### src/rtl/food_spawner.sv
// Food position generator: samples LFSR coordinates, range-checks them and scans the snake body until a free cell is found.
// Optional bounded retry with SPAWN_FAIL reporting is enabled by defining FOOD_RETRY_LIMIT_EN.
module food_spawner #(
  parameter int unsigned X_W   = 8,
  parameter int unsigned Y_W   = 7,
  parameter int unsigned X_MAX = 160,
  parameter int unsigned Y_MAX = 106,
  parameter int unsigned LEN_W = 8
`ifdef FOOD_RETRY_LIMIT_EN
  ,
  parameter int unsigned MAX_RETRY = 15
`endif
) (
  input  logic             CLK,
  input  logic             RESET,
  input  logic             SPAWN_REQ,
  input  logic [X_W-1:0]   RAND_X,
  input  logic [Y_W-1:0]   RAND_Y,
  output logic             RAND_CE,
  input  logic [LEN_W-1:0] SNAKE_LEN,
  output logic [LEN_W-1:0] SEG_ADDR,
  input  logic [X_W-1:0]   SEG_X,
  input  logic [Y_W-1:0]   SEG_Y,
  output logic [X_W-1:0]   FOOD_X,
  output logic [Y_W-1:0]   FOOD_Y,
  output logic             FOOD_VALID,
  output logic             BUSY,
`ifdef FOOD_RETRY_LIMIT_EN
  output logic             SPAWN_FAIL,
`endif
  output logic             SPAWN_DONE
);

  typedef enum logic [2:0] {IDLE, SAMPLE, ADDR, CMP, DONE} state_t;

  state_t           state;
  logic [X_W-1:0]   cand_x;
  logic [Y_W-1:0]   cand_y;
  logic [LEN_W-1:0] idx;
  logic [LEN_W-1:0] len_q;
  logic             cand_legal;
  logic             seg_hit;
  logic             publish;

  assign cand_legal = (32'(RAND_X) < X_MAX) && (32'(RAND_Y) < Y_MAX);
  assign seg_hit    = (SEG_X == cand_x) && (SEG_Y == cand_y);

`ifdef FOOD_RETRY_LIMIT_EN
  logic [3:0] retry_cnt;
  assign publish = !SPAWN_FAIL;
`else
  assign publish = 1'b1;
`endif

  // Outputs are registered: each is set on the transition into the state that owns it.
  always_ff @(posedge CLK or posedge RESET) begin
    if (RESET) begin
      state      <= IDLE;
      cand_x     <= '0;
      cand_y     <= '0;
      idx        <= '0;
      len_q      <= '0;
      RAND_CE    <= 1'b0;
      SEG_ADDR   <= '0;
      FOOD_X     <= '0;
      FOOD_Y     <= '0;
      FOOD_VALID <= 1'b0;
      BUSY       <= 1'b0;
      SPAWN_DONE <= 1'b0;
`ifdef FOOD_RETRY_LIMIT_EN
      retry_cnt  <= '0;
      SPAWN_FAIL <= 1'b0;
`endif
    end else begin
      RAND_CE    <= 1'b0;
      SPAWN_DONE <= 1'b0;
`ifdef FOOD_RETRY_LIMIT_EN
      SPAWN_FAIL <= 1'b0;
`endif
      case (state)
        IDLE: begin
          if (SPAWN_REQ) begin
            FOOD_VALID <= 1'b0;
            BUSY       <= 1'b1;
            RAND_CE    <= 1'b1;
            state      <= SAMPLE;
`ifdef FOOD_RETRY_LIMIT_EN
            retry_cnt  <= '0;
`endif
          end
        end
        SAMPLE: begin
          cand_x <= RAND_X;
          cand_y <= RAND_Y;
          if (!cand_legal) begin
            RAND_CE <= 1'b1;
          end else if (SNAKE_LEN == '0) begin
            SPAWN_DONE <= 1'b1;
            state      <= DONE;
          end else begin
            idx      <= '0;
            SEG_ADDR <= '0;
            len_q    <= SNAKE_LEN;
            state    <= ADDR;
          end
        end
        ADDR: state <= CMP;
        CMP: begin
          if (seg_hit) begin
`ifdef FOOD_RETRY_LIMIT_EN
            if (retry_cnt == 4'(MAX_RETRY)) begin
              SPAWN_DONE <= 1'b1;
              SPAWN_FAIL <= 1'b1;
              state      <= DONE;
            end else begin
              retry_cnt <= retry_cnt + 4'd1;
              RAND_CE   <= 1'b1;
              state     <= SAMPLE;
            end
`else
            RAND_CE <= 1'b1;
            state   <= SAMPLE;
`endif
          end else if (idx == len_q - LEN_W'(1)) begin
            SPAWN_DONE <= 1'b1;
            state      <= DONE;
          end else begin
            idx      <= idx + LEN_W'(1);
            SEG_ADDR <= idx + LEN_W'(1);
            state    <= ADDR;
          end
        end
        DONE: begin
          if (publish) begin
            FOOD_X     <= cand_x;
            FOOD_Y     <= cand_y;
            FOOD_VALID <= 1'b1;
          end
          BUSY  <= 1'b0;
          state <= IDLE;
        end
        default: state <= IDLE;
      endcase
    end
  end

endmodule

### config.mk
export PLATFORM = sky130hd
export DESIGN_NAME = food_spawner
export DESIGN_NICKNAME = d
export VERILOG_FILES = /design/src/rtl/food_spawner.sv
export SDC_FILE = /design/constraint.sdc
export NUM_CORES = 1
export LEC_CHECK = 0
export BUFFER_PORTS_ARGS = -buffer_cell sky130_fd_sc_hd__buf_2
export CAP_MARGIN = 5
export CORE_ASPECT_RATIO = 2
export CORE_UTILIZATION = 47
export DETAILED_ROUTE_END_ITERATION = 12
export PLACE_DENSITY = 0.82
export SYNTH_ARGS = -nofsm -noshare
export SYNTH_HDL_FRONTEND = slang
export SYNTH_SLANG_ARGS = --single-unit
### constraint.sdc
create_clock -name CLK -period 2.7 [get_ports CLK]
set_input_delay 0.135 -clock CLK [delete_from_list [all_inputs] [get_ports CLK]]
set_output_delay 0.135 -clock CLK [all_outputs]
set_load 0.05 [all_outputs]
==> flow_metrics.py <==
metrics = {
    "outcome": {
        "run_status": "finished with violations",
        "violations": "setup timing",
    },
    "power": {
        "power_switching_mw": 1.61,
        "combPwrFrac_pct": 48.9,
        "seqPwrFrac_pct": 38.6,
        "switching_share_pct": 44.0,
        "power.density_nw_per_um2": 1120,
        "p_clk_share_pct": 12.5,
        "p_int_mw": 2.05,
        "total_power_mw": 3.67,
        "p_leak_nw": 1.56,
        "max-vdd-ir-drop_mv": 0.724,
    },
    "global_routing": {
        "grt_max_degree": 54,
        "grt_pass1_vias": 2225,
        "antenna_found_initial": 0,
        "grt_overflow": 0,
        "grt_pass1_wl_um": 10100,
        "grt_use_total_pct": 24.4,
    },
    "detailed_routing": {
        "drc": 0,
        "num_vias": 2222,
        "wl_met1_um": 2130,
        "dr_wl_met2_um": 3800,
        "topRoutingLayerUsed": "met4",
        "drt-total-wl_um": 6550,
        "viasPerCell": 5.89,
        "route.met3.wl_um": 270,
        "wire_per_inst_um": 17.4,
        "drt_iter0_markers": 62,
        "ant_nets": 0,
        "first_pass_iters": 4,
    },
    "logic_synthesis": {
        "synthFlopType": "dfrtp_1",
        "synth_edf_count": 0,
        "yosysMostFrequentCell": "dfrtp_1",
        "yosysWarnings": 0,
        "yosys-top-cells-count": "dfrtp_1, nand2_1, mux2_2",
        "synth_top_area_share_pct": 50.5,
        "synthesis.area_um2": 2630,
        "syn-instance-count": 240,
        "syn-num-nets": 283,
        "ys_seq_elements": 53,
        "synth_cell_types": 42,
        "syn_avg_cell_area_um2": 10.9,
        "synthTopCellsByArea": "dfrtp_1, mux2_2, xnor2_1",
        "yosysTopAreaCell": "dfrtp_1",
        "async_flop_share_pct": 100,
        "seq_area_frac_synth_pct": 50.5,
    },
    "critical_path": {
        "r2r_end": "idx[0]$_DFFE_PP0P_",
        "rr_worst_depth": 8,
        "crit_path_top_delay_cell": "dfrtp_1",
        "cp.arrival_ps": 2950,
        "critical_path_class": "register to register",
        "end_kind": "register",
        "crit_buf_inv": 1,
        "worstReg2RegStart": "len_q[0]$_DFFE_PP0P_",
        "reg2reg_setup_slack_ps": -40,
        "slowest_delay_ps": 440,
        "worstPathRequired_ps": 2910,
        "crit_family": "simple AND/OR/NAND/NOR gates",
        "crit_fanout": 4,
        "worstPathCellList": "inv_2 > ha_4 > or3b_4 > or4_4 > a2111oi_4 > o2111ai_4 > nor3b_4 > mux2_4",
        "worstSetupStartpointType": "register",
    },
    "placement": {
        "dpl.hpwl_um": 4660,
        "gp_congestion": 0.820,
        "io_buffers": 67,
        "place_area_um2": 3090,
    },
    "die": {
        "coreArea_um2": 5420,
        "die_area_um2": 5910,
        "die_h_um": 108,
        "rows": 38,
        "die_w_um": 54.9,
        "ios": 68,
        "start_util_pct": 48.5,
    },
    "timing": {
        "max_slew.worst_pin.slew_ps": 1100,
        "period_share_pct": 101,
        "clock_skew_ps": 14.9,
        "post-route-min-period_ps": 2740,
        "setup_viol": 3,
        "max_freq_ghz": 0.365,
        "slew_headroom_pct": 26.8,
        "maxSlewViolCount": 0,
        "rsz0062_at_grt": "true",
        "layout_setup_ws_ps": -39.7,
        "hold_viol": 0,
    },
    "cells_and_area": {
        "n_antenna_cell": 0,
        "layout-drive-gt1-share_pct": 41.0,
        "syn_to_final_growth_pct": 24.4,
        "final_area_um2": 3270,
        "nets": 360,
    },
    "min_path": {
        "whs_path_depth": 3,
        "holdCritStartpoint": "SNAKE_LEN[6]",
        "min_path_type": "input pin to register",
        "whs_endpoint": "len_q[6]$_DFFE_PP0P_",
    },
    "clock_tree": {
        "cts_hold_buf": 0,
        "clock_path_buffers": 2,
        "clock_latency_ps": 320,
        "path_clk_slew_ps": 100,
        "cts_tree": "yes",
        "cts_buffers": 5,
        "clock_sinks": 53,
        "cts_root_buf": "clkbuf_8",
        "htree_levels": 2,
    },
    "flow_run": {
        "drv_cap": 0,
    },
}
## state kept, by name (all words and copies together), names as in the netlist, 3 cells and up
signal,flops
FOOD_Y,7
state,3
len_q,8
FOOD_X,8
cand_y,7
idx,8
cand_x,8
## power groups by stage
stage               clock [mW]  combinational (mW)  sequential (mW)
floorplan                    0               0.923             1.70
global placement             0                1.59             1.40
detailed placement           0                1.64             1.42
CTS                      0.464                1.65             1.40
global route             0.489                1.93             1.46
finish                   0.457                1.79             1.42
## cell type report
cell class | instances | area [um^2]
clock buffer | 7 | 86.3
fill | 492 | 2150
inverter | 6 | 22.5
multi-input combinational | 173 | 1340
sequential | 53 | 1330
tap | 60 | 75.1
timing repair buffer | 78 | 418
## metal layers
layer  up-vias  global-route usage (%)
li1       1007                       -
met1      1107                    23.8
met2        81                    44.1
met3        27                    4.52
met4         0                    13.6
met5         -                       0
## worst max-delay path by stage
stage / cells past startpoint / start / endpoint
finish: 8 / len_q[0]$_DFFE_PP0P_ / idx[0]$_DFFE_PP0P_
global route: 8 / len_q[0]$_DFFE_PP0P_ / idx[0]$_DFFE_PP0P_
CTS: 7 / len_q[2]$_DFFE_PP0P_ / idx[7]$_DFFE_PP0P_
detailed placement: 7 / len_q[2]$_DFFE_PP0P_ / idx[5]$_DFFE_PP0P_
global placement: 7 / len_q[2]$_DFFE_PP0P_ / idx[5]$_DFFE_PP0P_
floorplan: 10 / len_q[0]$_DFFE_PP0P_ / idx[3]$_DFFE_PP0P_
## kinds of logic after synthesis
family,count (synthesis),synth area share (%)
simple gates,75,14.3
buf+inv,15,2.19
compound gates,40,10.8
fa+ha+maj,2,0.952
xor+xnor,24,8.00
mux,31,13.3
flops,53,50.5
## stage by stage
stage	setup slack, ps	setup TNS, ps	utilization (%)	hold WS [ps]	cells
after floorplan	16.8	0	-	240	240
after global placement	-45.4	-90.6	56.9	345	367
after detailed placement	-83.6	-244	56.9	349	367
after CTS	-16.9	-16.9	58.7	20.1	374
after global routing	-136	-1070	60.3	33.2	377
final	-39.7	-79.4	60.3	22.9	377
## tightest hold or removal path, delay by kind of cell
family,cells,cell delay (ps)
buffers and inverters,1,90
and+or+nand+nor,2,90
## placed cells by master, fill, tap and decap left out, types with 4 or more instances in the layout
master,instances
nor2_1,10
nand3_1,4
a21oi_1,8
dfrtp_1,53
xor2_1,5
buf_4,11
nand4_1,5
clkbuf_8,6
nand2_1,32
xnor2_1,19
or3_1,5
o21ai_0,9
mux2_2,30
buf_2,67
nor4_1,4
## repair_timing
item	CTS	global route
buffers inserted	0	2
gates cloned	0	1
endpoints found under the setup margin	7	11
resized for setup	1	12
endpoints found under the hold margin	0	0
pin swaps	4	9
(Power assumes the default switching activity.)
